--- config.mk ---
export PLATFORM = sky130hd
export DESIGN_NAME = spi_servo_slave
export DESIGN_NICKNAME = d
export VERILOG_FILES = /design/src/rtl/spi_servo_slave.sv
export SDC_FILE = /design/constraint.sdc
export NUM_CORES = 1
export LEC_CHECK = 0
export ABC_CLOCK_PERIOD_IN_PS = 3500
export CORE_UTILIZATION = 58
export CTS_CLUSTER_DIAMETER = 120
export CTS_CLUSTER_SIZE = 12
export DETAILED_ROUTE_END_ITERATION = 7
export GPL_TIMING_DRIVEN = 1
export PLACE_DENSITY = 0.88
export SLEW_MARGIN = 20
export SYNTH_ARGS = -nofsm -noshare
export SYNTH_HDL_FRONTEND = slang
export SYNTH_SLANG_ARGS = --single-unit
--- constraint.sdc ---
create_clock -name i_clk -period 3.5 [get_ports i_clk]
set_input_delay 0.35 -clock i_clk [delete_from_list [all_inputs] [get_ports i_clk]]
set_output_delay 0.35 -clock i_clk [all_outputs]
set_load 0.05 [all_outputs]
--- src/rtl/spi_servo_slave.sv ---
// SPI mode-0 responder. SCLK/CS_N/MOSI are oversampled in the system clock domain.
// 16-bit frames {rw, addr[6:0]}, {data} read or write a small byte register file.
`timescale 1ns/1ps
module spi_servo_slave #(
    parameter int         NUM_REGS  = 8,
    parameter logic [7:0] RESET_VAL = 8'h80
) (
    input  logic                  i_clk,
    input  logic                  i_rst_n,
    input  logic                  i_spi_sclk,
    input  logic                  i_spi_cs_n,
    input  logic                  i_spi_mosi,
    output logic                  o_spi_miso,
    output logic                  o_spi_miso_oe,
    output logic [NUM_REGS*8-1:0] o_reg_out,
    output logic                  o_wr_strobe,
    output logic [6:0]            o_wr_addr,
    output logic                  o_frame_err
);

    localparam int         AW         = (NUM_REGS > 1) ? $clog2(NUM_REGS) : 1;
    localparam logic [7:0] NUM_REGS_B = 8'(NUM_REGS);

    typedef enum logic [1:0] {ST_IDLE, ST_CMD, ST_DATA, ST_WAIT_CS} state_t;

    state_t      r_state;
    state_t      w_state_next;
    logic        r_sclk_meta, r_sclk_sync, r_sclk_d;
    logic        r_cs_meta, r_cs_sync, r_cs_d;
    logic        r_mosi_meta, r_mosi_sync;
    logic [3:0]  r_bit_cnt;
    logic [6:0]  r_rx_shift;
    logic [7:0]  r_tx_shift;
    logic        r_rw;
    logic [6:0]  r_addr;
    logic        r_addr_ok;
    logic        r_miso;
    logic        r_wr_strobe;
    logic [6:0]  r_wr_addr;
    logic        r_frame_err;
    logic [7:0]  r_regs [NUM_REGS];

    logic        w_sclk_rise, w_sclk_fall, w_cs_rise, w_cs_fall;
    logic        w_abort, w_cmd_done, w_commit;
    logic [7:0]  w_rx_byte;
    logic        w_cmd_addr_ok;

    always_ff @(posedge i_clk or negedge i_rst_n) begin
        if (!i_rst_n) begin
            r_sclk_meta <= 1'b0;
            r_sclk_sync <= 1'b0;
            r_sclk_d    <= 1'b0;
            r_cs_meta   <= 1'b1;
            r_cs_sync   <= 1'b1;
            r_cs_d      <= 1'b1;
            r_mosi_meta <= 1'b0;
            r_mosi_sync <= 1'b0;
        end else begin
            r_sclk_meta <= i_spi_sclk;
            r_sclk_sync <= r_sclk_meta;
            r_sclk_d    <= r_sclk_sync;
            r_cs_meta   <= i_spi_cs_n;
            r_cs_sync   <= r_cs_meta;
            r_cs_d      <= r_cs_sync;
            r_mosi_meta <= i_spi_mosi;
            r_mosi_sync <= r_mosi_meta;
        end
    end

    assign w_sclk_rise   = r_sclk_sync & ~r_sclk_d;
    assign w_sclk_fall   = ~r_sclk_sync & r_sclk_d;
    assign w_cs_rise     = r_cs_sync & ~r_cs_d;
    assign w_cs_fall     = ~r_cs_sync & r_cs_d;
    assign w_rx_byte     = {r_rx_shift, r_mosi_sync};
    assign w_cmd_addr_ok = ({1'b0, w_rx_byte[6:0]} < NUM_REGS_B);

    always_ff @(posedge i_clk or negedge i_rst_n) begin
        if (!i_rst_n) begin
            r_state <= ST_IDLE;
        end else begin
            r_state <= w_state_next;
        end
    end

    always_comb begin
        w_state_next = r_state;
        w_abort      = 1'b0;
        w_cmd_done   = 1'b0;
        w_commit     = 1'b0;
        case (r_state)
            ST_IDLE: begin
                if (w_cs_fall) w_state_next = ST_CMD;
            end
            ST_CMD: begin
                if (w_cs_rise) begin
                    w_abort      = 1'b1;
                    w_state_next = ST_IDLE;
                end else if (w_sclk_rise && r_bit_cnt == 4'd7) begin
                    w_cmd_done   = 1'b1;
                    w_state_next = ST_DATA;
                end
            end
            ST_DATA: begin
                if (w_cs_rise) begin
                    w_abort      = 1'b1;
                    w_state_next = ST_IDLE;
                end else if (w_sclk_rise && r_bit_cnt == 4'd15) begin
                    w_commit     = 1'b1;
                    w_state_next = ST_WAIT_CS;
                end
            end
            ST_WAIT_CS: begin
                if (w_cs_rise) w_state_next = ST_IDLE;
            end
            default: w_state_next = ST_IDLE;
        endcase
    end

    always_ff @(posedge i_clk or negedge i_rst_n) begin
        if (!i_rst_n) begin
            r_bit_cnt   <= 4'd0;
            r_rx_shift  <= 7'd0;
            r_tx_shift  <= 8'd0;
            r_rw        <= 1'b0;
            r_addr      <= 7'd0;
            r_addr_ok   <= 1'b0;
            r_miso      <= 1'b0;
            r_wr_strobe <= 1'b0;
            r_wr_addr   <= 7'd0;
            r_frame_err <= 1'b0;
            for (int i = 0; i < NUM_REGS; i++) r_regs[i] <= RESET_VAL;
        end else begin
            r_wr_strobe <= 1'b0;
            r_frame_err <= w_abort;

            if (r_state == ST_IDLE && w_cs_fall) begin
                r_bit_cnt <= 4'd0;
                r_miso    <= 1'b0;
            end

            if ((r_state == ST_CMD || r_state == ST_DATA) && w_sclk_rise && !w_cs_rise) begin
                r_bit_cnt  <= r_bit_cnt + 4'd1;
                r_rx_shift <= w_rx_byte[6:0];
            end

            // Out-of-range reads shift out zeros rather than aliasing into the file.
            if (w_cmd_done) begin
                r_rw       <= w_rx_byte[7];
                r_addr     <= w_rx_byte[6:0];
                r_addr_ok  <= w_cmd_addr_ok;
                r_tx_shift <= (w_rx_byte[7] && w_cmd_addr_ok) ? r_regs[w_rx_byte[AW-1:0]] : 8'h00;
            end

            if (r_state == ST_DATA && w_sclk_fall && r_rw) begin
                r_miso     <= r_tx_shift[7];
                r_tx_shift <= {r_tx_shift[6:0], 1'b0};
            end

            if (w_commit) begin
                r_miso <= 1'b0;
                if (!r_rw && r_addr_ok) begin
                    r_regs[r_addr[AW-1:0]] <= w_rx_byte;
                    r_wr_strobe            <= 1'b1;
                    r_wr_addr              <= r_addr;
                end
            end

            if (w_abort) r_miso <= 1'b0;
        end
    end

    genvar gi;
    generate
        for (gi = 0; gi < NUM_REGS; gi++) begin : g_reg_out
            assign o_reg_out[gi*8 +: 8] = r_regs[gi];
        end
    endgenerate

    assign o_spi_miso    = r_miso;
    assign o_spi_miso_oe = ~r_cs_sync;
    assign o_wr_strobe   = r_wr_strobe;
    assign o_wr_addr     = r_wr_addr;
    assign o_frame_err   = r_frame_err;

endmodule
==> impl_results.md <==
- CTS Buf Count: 9
- RD Place Congestion: 0.789
- Clk buf depth: 2
- Synth Area in Simple Gates: 0.0896
- Die height: 96.8 um
- Residual DRC count: 0
- Commonest non-fill, non-tap cell in the layout: dfrtp_1
- CTS resizes: 0
- Global-route wire length before repair: 18700 um
- Synthesized instance count: 368
- Die area: 0.00936 mm2
- Clock Skew: 0.0177 ns
- F_max: 384 MHz
- Commonest cells after routing, fill and taps aside: 101 x dfrtp_1, 78 x clkdlybuf4s50_1, 48 x mux2_2
- Fin area: 0.00621 mm2
- Comb pwr share: 0.166
- All-Layer GR Usage: 0.258
- Slew Limit Fails: 0
- Crit Path Category: flip-flop to flip-flop
- Switching power: 0.000891 W
- Setup_tns: 0 ns
- Post-Synth XOR/XNOR Area: 0
- Area delta synth->final: 19.2%
- Total gr overflow: 0
- Syn_area_per_cell: 14.2 um2
- CP arrival: 2.87 ns
- Root Driver: clkbuf_8
- ANT nets after route: 0
- TritonCTS clock tree: built
- Crit path from: r_state[0]
- Outcome: finished, final reports clean
- Wirelength per Cell: 20.9 um
- Syn_nets: 379
- Asr flop ratio synth: 1.00
- Yosys cell types: 44
- Ratio of cells with drive above 1 in the final layout: 0.306
- Clock sinks: 112
- Routed vias: 3319
- CP Data Required Time: 3.77 ns
- Switching share of total power: 0.327
- Largest family of logic cells by synthesized area: multiplexers
- #FFs+latches synth: 112
- Rows: 34
- NumNets Final: 447
- Crit. End Element: flip-flop
- Power share of the sequential group: 0.559
- Final setup fails: 0
- Initial DRT Pass Iterations: 4
- Antenna Cells: 0
- Reg2reg start: r_state[0]
- Post-Synth Adder-Cell Area: 0.0144
- HPWL after DPL: 7830 um
- Hold WC Path Type: input pin to asynchronous set/reset pin
- Unrepaired setup endpoints after global routing: no
- Synth warn: 0
- Final hold vios: 0
- Synth Cell Area: 0.00521 mm2
- Iteration-0 DRC Markers: 280
- Max VDD drop: 0.000257 V
- Max_cap viols: 0
- Mean number of vias per cell: 6.05
- EDFF count, synth: 0
- Post-DP Area: 0.00602 mm2
- Startpoint Class: flip-flop
- Drt total wl: 11500 um
- Mux share of post-synthesis cell area: 0.289
- IO Pins: 80
- Die Span X: 96.8 um
- Starting Density: 0.597
- Relative slew margins: 0.376
- Pint: 0.00183 W
- Worst skew pair latency: 0.38 ns
- I/O Buffers: 79
- Fillers: 545
- Number of global-route vias before repair: 3389
- Post-CTS setup buffer count: 0
- Hold Buf Count CTS: 0
- Post-synthesis sequential area ratio: 0.541
- Reg clk slew, reported paths: 0.11 ns
- H-tree depth: 3
- Top_reg_cell synth: dfrtp_1
- Cell Pwr Density: 438 mW/mm2
- Placeable Area: 0.00872 mm2
- Crit-path max FO: 8
- Number of antenna violations at the first check in global routing: 0
- Largest net degree at the start of global routing: 73
- Worst-margin pin slew: 0.936 ns
- Final period util: 0.745
- Leak pwr: 2.90 nW
- Clock share of power: 0.275
- Post-route minimum period: 2.61 ns
- Synth Area in Compound Gates: 0.0298
[power by group through the flow]
stage,clock [W],combinational (W),sequential [W]
floorplan,0,0.000422,0.00142
global placement,0,0.000433,0.00154
detailed placement,0,0.000454,0.00154
CTS,0.000761,0.000456,0.00152
global route,0.000821,0.000496,0.00153
finish,0.000749,0.000452,0.00152
[flip-flops by register name (all words and copies together) (netlist names), 2 cells and up]
| register | cells |
|---|---|
| r_state | 2 |
| r_tx_shift | 8 |
| r_bit_cnt | 4 |
| r_rx_shift | 7 |
| r_addr | 7 |
| o_reg_out | 64 |
| o_wr_addr | 7 |
[logic make-up (layout without fill, tap and decap cells)]
logic type,Yosys count,after routing
simple gates,82,82
flops,112,112
compound gates,24,24
fa+ha+maj,6,6
buf+inv,36,109
mux,108,108
[worst max-delay path, cell delays in order, from the launching register on]
cell     delay [ns]
dfrtp_1        0.42
inv_1          0.13
ha_1           0.33
and4b_1        0.22
and3_1         0.33
and4b_1        0.73
mux2_4         0.35
[synthesized netlist by cell type, types with 5 or more instances]
library cell / number / area, um2
clkbuf_1: 15 / 56.3
nor2_1: 11 / 41.3
mux4_2: 16 / 360
a31oi_1: 7 / 43.8
mux2_2: 48 / 541
dfstp_2: 11 / 289
or3_1: 9 / 56.3
mux2i_1: 11 / 110
inv_1: 6 / 22.5
dfrtp_1: 101 / 2530
nand2_1: 36 / 135
buf_4: 5 / 37.5
ha_1: 6 / 75.1
buf_2: 5 / 25.0
and4b_1: 5 / 50.1
mux2_4: 32 / 480
[area by class of cell]
type / instances / area [um2] / share of cell area
clock buffers: 9 / 124 / 0.0199
clock inverters: 7 / 63.8 / 0.0103
inverters: 6 / 22.5 / 0.00363
multi-input cells: 220 / 2200 / 0.354
flip-flops and latches: 112 / 2820 / 0.454
well taps: 108 / 135 / 0.0218
repair buffers: 87 / 848 / 0.137
[per-stage QoR]
step | utilization | worst slack, ns | hold slack [ns] | total power (W) | std cells
global placement | 0.691 | 1.03 | 0.334 | 0.00197 | 533
finish | 0.712 | 0.894 | 0.0882 | 0.00272 | 549
CTS | 0.712 | 0.913 | 0.132 | 0.00273 | 549
detailed placement | 0.691 | 0.937 | 0.336 | 0.00200 | 533
global route | 0.712 | 0.752 | 0.163 | 0.00285 | 549
floorplan | - | 1.50 | 0.0544 | 0.00184 | 368
[final timing paths]
kind                            endpoint  slack, ns  cells past startpoint
min reg2reg                  r_sclk_sync       0.36                      0
max reg2reg                o_reg_out[53]       0.89                      6
max in group asynchronous  o_reg_out[15]       2.50                      2
min in group i_clk           r_sclk_sync       0.36                      0
max                        o_reg_out[53]       0.89                      6
min                          r_sclk_meta       0.09                      1
[layer usage]
layer  vias up  share of wire  GRT usage
li1       1461              -          -
met1      1726           0.43      0.366
met2       113           0.50      0.409
met3        19          0.057     0.0506
met4         0          0.020     0.0781
met5         -              0          0
Power figures use the tool's default switching activity.
